$ cat config.mk
export PLATFORM = sky130hd
export DESIGN_NAME = multi_issue_queue
export DESIGN_NICKNAME = d
export VERILOG_FILES = /design/src/rtl/multi_issue_queue.sv
export SDC_FILE = /design/constraint.sdc
export NUM_CORES = 1
export LEC_CHECK = 0
export BUFFER_PORTS_ARGS = -buffer_cell sky130_fd_sc_hd__clkbuf_2
export CORE_AREA = 3 3 172 174
export CTS_CLUSTER_DIAMETER = 200
export CTS_CLUSTER_SIZE = 40
export DETAILED_ROUTE_END_ITERATION = 8
export DIE_AREA = 0 0 175 177
export GPL_TIMING_DRIVEN = 1
export MAX_ROUTING_LAYER = met4
export PLACE_DENSITY = 0.77
export SYNTH_ARGS = -nofsm -noshare
export SYNTH_HDL_FRONTEND = slang
export SYNTH_SLANG_ARGS = --single-unit
$ cat constraint.sdc
create_clock -name clk -period 11.7 [get_ports clk]
set_input_delay 1.755 -clock clk [delete_from_list [all_inputs] [get_ports clk]]
set_output_delay 1.755 -clock clk [all_outputs]
set_load 0.005 [all_outputs]
$ cat src/rtl/multi_issue_queue.sv
// rtl/multi_issue_queue.sv - circular instruction buffer with in-order hazard-checked multi-issue
module multi_issue_queue #(
    parameter int ISSUE_WIDTH     = 2,
    parameter int DEPTH           = 8,
    parameter int CTRL_ENDS_GROUP = 1
) (
    input  logic                        clk,
    input  logic                        rst,
    input  logic [ISSUE_WIDTH-1:0]      in_valid,
    input  logic [32*ISSUE_WIDTH-1:0]   in_instr,
    output logic                        in_ready,
    input  logic                        stall,
    input  logic                        flush,
    output logic [ISSUE_WIDTH-1:0]      issue_valid,
    output logic [32*ISSUE_WIDTH-1:0]   issue_instr,
    output logic [ISSUE_WIDTH-1:0]      freeze,
    output logic [$clog2(DEPTH):0]      count
);

    localparam int AW = $clog2(DEPTH);
    localparam int CW = AW + 1;

    localparam logic [6:0] OP_OP     = 7'b0110011;
    localparam logic [6:0] OP_STORE  = 7'b0100011;
    localparam logic [6:0] OP_BRANCH = 7'b1100011;
    localparam logic [6:0] OP_LUI    = 7'b0110111;
    localparam logic [6:0] OP_AUIPC  = 7'b0010111;
    localparam logic [6:0] OP_JAL    = 7'b1101111;
    localparam logic [6:0] OP_JALR   = 7'b1100111;

    logic [31:0]            mem [DEPTH];
    logic [AW-1:0]          head;
    logic [AW-1:0]          tail;
    logic [CW-1:0]          count_q;
    logic [31:0]            slot [ISSUE_WIDTH];
    logic [ISSUE_WIDTH-1:0] wr, use1, use2, ctl, hz;
    logic [CW-1:0]          push_n;
    logic [CW-1:0]          pop_n;

    assign count    = count_q;
    assign in_ready = (int'(count_q) + ISSUE_WIDTH) <= DEPTH;

    always_comb begin
        for (int k = 0; k < ISSUE_WIDTH; k++) begin
            slot[k] = mem[head + AW'(k)];
            wr[k]   = (slot[k][6:0] != OP_STORE) && (slot[k][6:0] != OP_BRANCH) && (slot[k][11:7] != 5'd0);
            use1[k] = !((slot[k][6:0] == OP_LUI) || (slot[k][6:0] == OP_AUIPC) || (slot[k][6:0] == OP_JAL));
            use2[k] = (slot[k][6:0] == OP_OP) || (slot[k][6:0] == OP_STORE) || (slot[k][6:0] == OP_BRANCH);
            ctl[k]  = (slot[k][6:0] == OP_BRANCH) || (slot[k][6:0] == OP_JAL) || (slot[k][6:0] == OP_JALR);
        end
    end

    // Pairwise check of each slot against every older slot in the candidate group.
    always_comb begin
        hz = '0;
        for (int k = 1; k < ISSUE_WIDTH; k++) begin
            for (int j = 0; j < k; j++) begin
                if (wr[j] && ((use1[k] && slot[j][11:7] == slot[k][19:15]) ||
                              (use2[k] && slot[j][11:7] == slot[k][24:20]) ||
                              (wr[k]   && slot[j][11:7] == slot[k][11:7])))
                    hz[k] = 1'b1;
                if ((CTRL_ENDS_GROUP != 0) && ctl[j])
                    hz[k] = 1'b1;
            end
        end
    end

    always_comb begin
        issue_valid    = '0;
        issue_instr    = '0;
        freeze         = '0;
        pop_n          = '0;
        push_n         = '0;
        issue_valid[0] = (count_q != '0) && !stall;
        for (int k = 1; k < ISSUE_WIDTH; k++)
            issue_valid[k] = issue_valid[k-1] && (int'(count_q) > k) && !hz[k];
        for (int k = 0; k < ISSUE_WIDTH; k++) begin
            issue_instr[32*k +: 32] = issue_valid[k] ? slot[k] : 32'd0;
            freeze[k]               = (int'(count_q) > k) && !issue_valid[k];
            pop_n                   = pop_n + CW'(issue_valid[k]);
            push_n                  = push_n + CW'(in_valid[k]);
        end
    end

    always_ff @(posedge clk) begin
        if (rst) begin
            head    <= '0;
            tail    <= '0;
            count_q <= '0;
        end else if (flush) begin
            head    <= tail;
            count_q <= '0;
        end else begin
            if (in_ready)
                tail <= tail + AW'(push_n);
            head    <= head + AW'(pop_n);
            count_q <= count_q + (in_ready ? push_n : CW'(0)) - pop_n;
        end
    end

    always_ff @(posedge clk) begin
        if (!rst && !flush && in_ready) begin
            for (int i = 0; i < ISSUE_WIDTH; i++)
                if (in_valid[i])
                    mem[tail + AW'(i)] <= in_instr[32*i +: 32];
        end
    end

endmodule

==> results.yml <==
yosys:
  synth_top_family_by_area: "multiplexers"
  ys_warn_count: 0
  async_reset_ff_share_pct: 0
  synth_seq_cells: 266
  synth_simple_gate_area_share_pct: 5.11
  synth_top_area_share_pct: 45.6
  synth_xor_area_share_pct: 1.34
  synth_compound_area_share_pct: 2.75
  syn_area_per_cell_sq_um: 15.0
  syn_nets: 1214
  yosys.area_share.adder_pct: 1.44
  synthMuxAreaShare_pct: 39.5
  synth_cell_type_count: 64
  synth_top_cells_by_area: "edfxtp_1 (46%), mux2_2 (18%), mux4_2 (13%), mux2i_1 (4.8%), mux4_1 (2.8%)"
  synthTopCellsByCount: "mux2_2 (269), edfxtp_1 (256), mux4_2 (101), mux2i_1 (80), nand2_1 (75)"
  synth_edf_count: 256
  yosys.area.top_type: "edfxtp_1"
  synth_cells: 1127
  synthFlopType: "edfxtp_1"
  yosysMostFrequentCell: "mux2_2"
  seq_area_frac_synth_pct: 46.8
  netlist_area_sq_um: 16900
power:
  seq_power_share_pct: 38.9
  cellPowerDensity_nw_per_um2: 163
  p_sw_share_pct: 36.0
  power.internal_w: 0.00190
  peakVddDrop_mv: 0.128
  power.share.clock_pct: 15.7
  p_leak_nw: 6.17
  pwr-share-comb_pct: 45.4
  switchingPower_w: 0.00107
sta:
  timing.fmax_mhz: 132
  final_max_slew_viol_count: 0
  finalCriticalPeriod_ns: 7.58
  skew_ns: 0.0305
  grt_setup_unrepaired: "no"
  slew_headroom_pct: 22.6
  worst_pin_slew_ns: 1.16
  setup_viol: 0
  timing.final.crit_share_pct: 64.8
  hold_viol: 0
  tns_ns: 0
setup_path:
  crit_start: "head[0]"
  path_buf_inv: 3
  r2r-start: "head[0]"
  cp_common_cell: "buf_4"
  cpMaxStageDelayCell: "buf_4"
  max_stage_delay_ns: 0.85
  path_delay_family: "buffers and inverters"
  start_kind: "flip-flop"
  worstPathCellList: "ha_4 -> buf_4 -> mux2_2 -> mux4_1 -> nor4bb_1 -> o211ai_1 -> nand3_1 -> o211ai_4 -> buf_4 -> a21boi_0 -> clkbuf_2"
  critPathRequiredTime_ns: 9.95
  cp_max_fo: 58
  endpoint_kind: "output port"
  crit_type: "flip-flop to output port"
  critPathArrivalTime_ns: 5.82
global_routing:
  grt_max_degree: 63
  grt_usage_pct: 30.4
  grt_pass1_vias: 11000
  gr-total-overflow: 0
  antenna_found_initial: 2
  grt_pass1_wl_mm: 68.4
detailed_routing:
  first_iter_violations: 1154
  wl_per_cell_um: 28.7
  routed_wl_mm: 46.1
  drc: 0
  viasPerCell: 6.79
  ant_nets: 0
  vias: 10897
  drtPass1Iterations: 5
cts:
  cts_tree: "yes"
  cts_root_buffer: "clkbuf_16"
  hold_buffers: 0
  cts_buffer_depth: 3
  numCtsBuffers: 10
  clk_transition_reported_paths_ns: 0.13
  htree_num_levels: 1
  cts_setup_buffers: 0
  clk_latency_ns: 0.51
  clock-sinks: 266
  ctsResizeCount: 0
min_path:
  hp-class: "flip-flop to flip-flop"
  hold_start: "tail[2]"
floorplanning:
  die_h_um: 177
  die-area_sq_um: 31000
  start_util_pct: 60.3
  rows: 61
  die-width_um: 175
  ios: 143
  coreArea_sq_um: 27900
layout:
  instances_no_fill: 1606
  fin_nets: 1312
  syn_to_final_growth_pct: 8.17
  drive_gt1_share_pct: 48.2
  fillerInstances: 2112
  post-route-util_pct: 65.3
run_status:
  outcome: "completed"
placement:
  place_hpwl_mm: 27.9
  portBuffers: 142
  place.gp.congestion: 0.857
  placed_cells: 1591
flow_run:
  drv_cap: 0
-- cell type report --
type	instances	area (sq um)	area share, %
sequential	266	7900	43.3
timing repair buffer	167	898	4.93
clock buffer	12	279	1.53
inverter	12	52.6	0.288
clock inverter	1	16.3	0.0892
multi-input combinational	768	8610	47.2
antenna	2	5.00	0.0275
tap	378	473	2.59
-- kinds of logic after synthesis --
kind of cell             count (synthesis)
buffers and inverters                   93
AO/OA/AOI/OAI                           68
flip-flops                             266
AND/OR/NAND/NOR                        186
multiplexers                           472
XOR/XNOR                                25
adder cells (fa/ha/maj)                 17
-- layout by cell type, fill, tap and decap left out, types with 18 or more instances in the layout --
cell type / netlist / routed
a21oi_1: 25 / 25
nand2b_1: 18 / 18
edfxtp_1: 256 / 256
nand2_1: 75 / 73
clkbuf_2: 0 / 142
mux2i_1: 80 / 80
mux4_1: 18 / 18
mux4_2: 101 / 101
mux2_2: 269 / 269
nor2_1: 50 / 50
buf_4: 5 / 25
-- through the flow --
stage,hold slack [ns],cell area (sq um),power (W),setup slack (ns)
2_1_floorplan,0.551,16900,0.00217,6.24
3_5_place_dp,0.579,17900,0.00252,4.65
6_report,0.600,18200,0.00297,4.12
4_1_cts,0.598,18200,0.00298,4.12
3_3_place_gp,0.572,17900,0.00249,4.84
5_1_grt,0.631,18200,0.00311,3.81
-- registers in the layout (all words and copies together), names as in the netlist --
name / cells
head: 3
tail: 3
mem: 256
count: 4
-- final timing paths --
check                   end  slack (ns)  depth (start not counted)
max          issue_valid[1]        4.12                         11
min                 tail[2]        0.60                          2
max reg2reg        count[2]        4.81                         18
min reg2reg         tail[2]        0.60                          2
-- power by group through the flow --
stage	Clock, W	Combinational, W	Sequential [W]
floorplan	0	0.00104	0.00113
global placement	0	0.00132	0.00118
detailed placement	0	0.00134	0.00118
CTS	0.000472	0.00135	0.00116
global route	0.000500	0.00145	0.00117
finish	0.000467	0.00135	0.00116
-- routing by layer --
metal / wire, um / vias up / part of all wire (%) / GRT usage (%)
met2: 23000 / 521 / 50 / 50.2
met3: 3890 / 74 / 8.4 / 5.26
met4: 1070 / 0 / 2.3 / 7.08
li1: - / 4658 / - / -
met5: 0 / - / 0 / -
met1: 18200 / 5644 / 39 / 40.0
-- worst register-to-register path, stage by stage, from the launching register on --
cell and delay [ns]:
dfxtp_4 0.80, ha_4 0.69, buf_4 0.88, mux2_2 0.50, mux4_1 0.54, nor4bb_1 0.17
o211ai_1 0.23, nand3_1 0.18, o211ai_4 0.45, buf_4 0.50, a21boi_0 0.23, ha_1 0.39
ha_1 0.29, inv_1 0.06, ha_1 0.15, inv_1 0.06, fa_1 0.43, xor2_1 0.15
nor3_1 0.13
(Power assumes the default switching activity.)
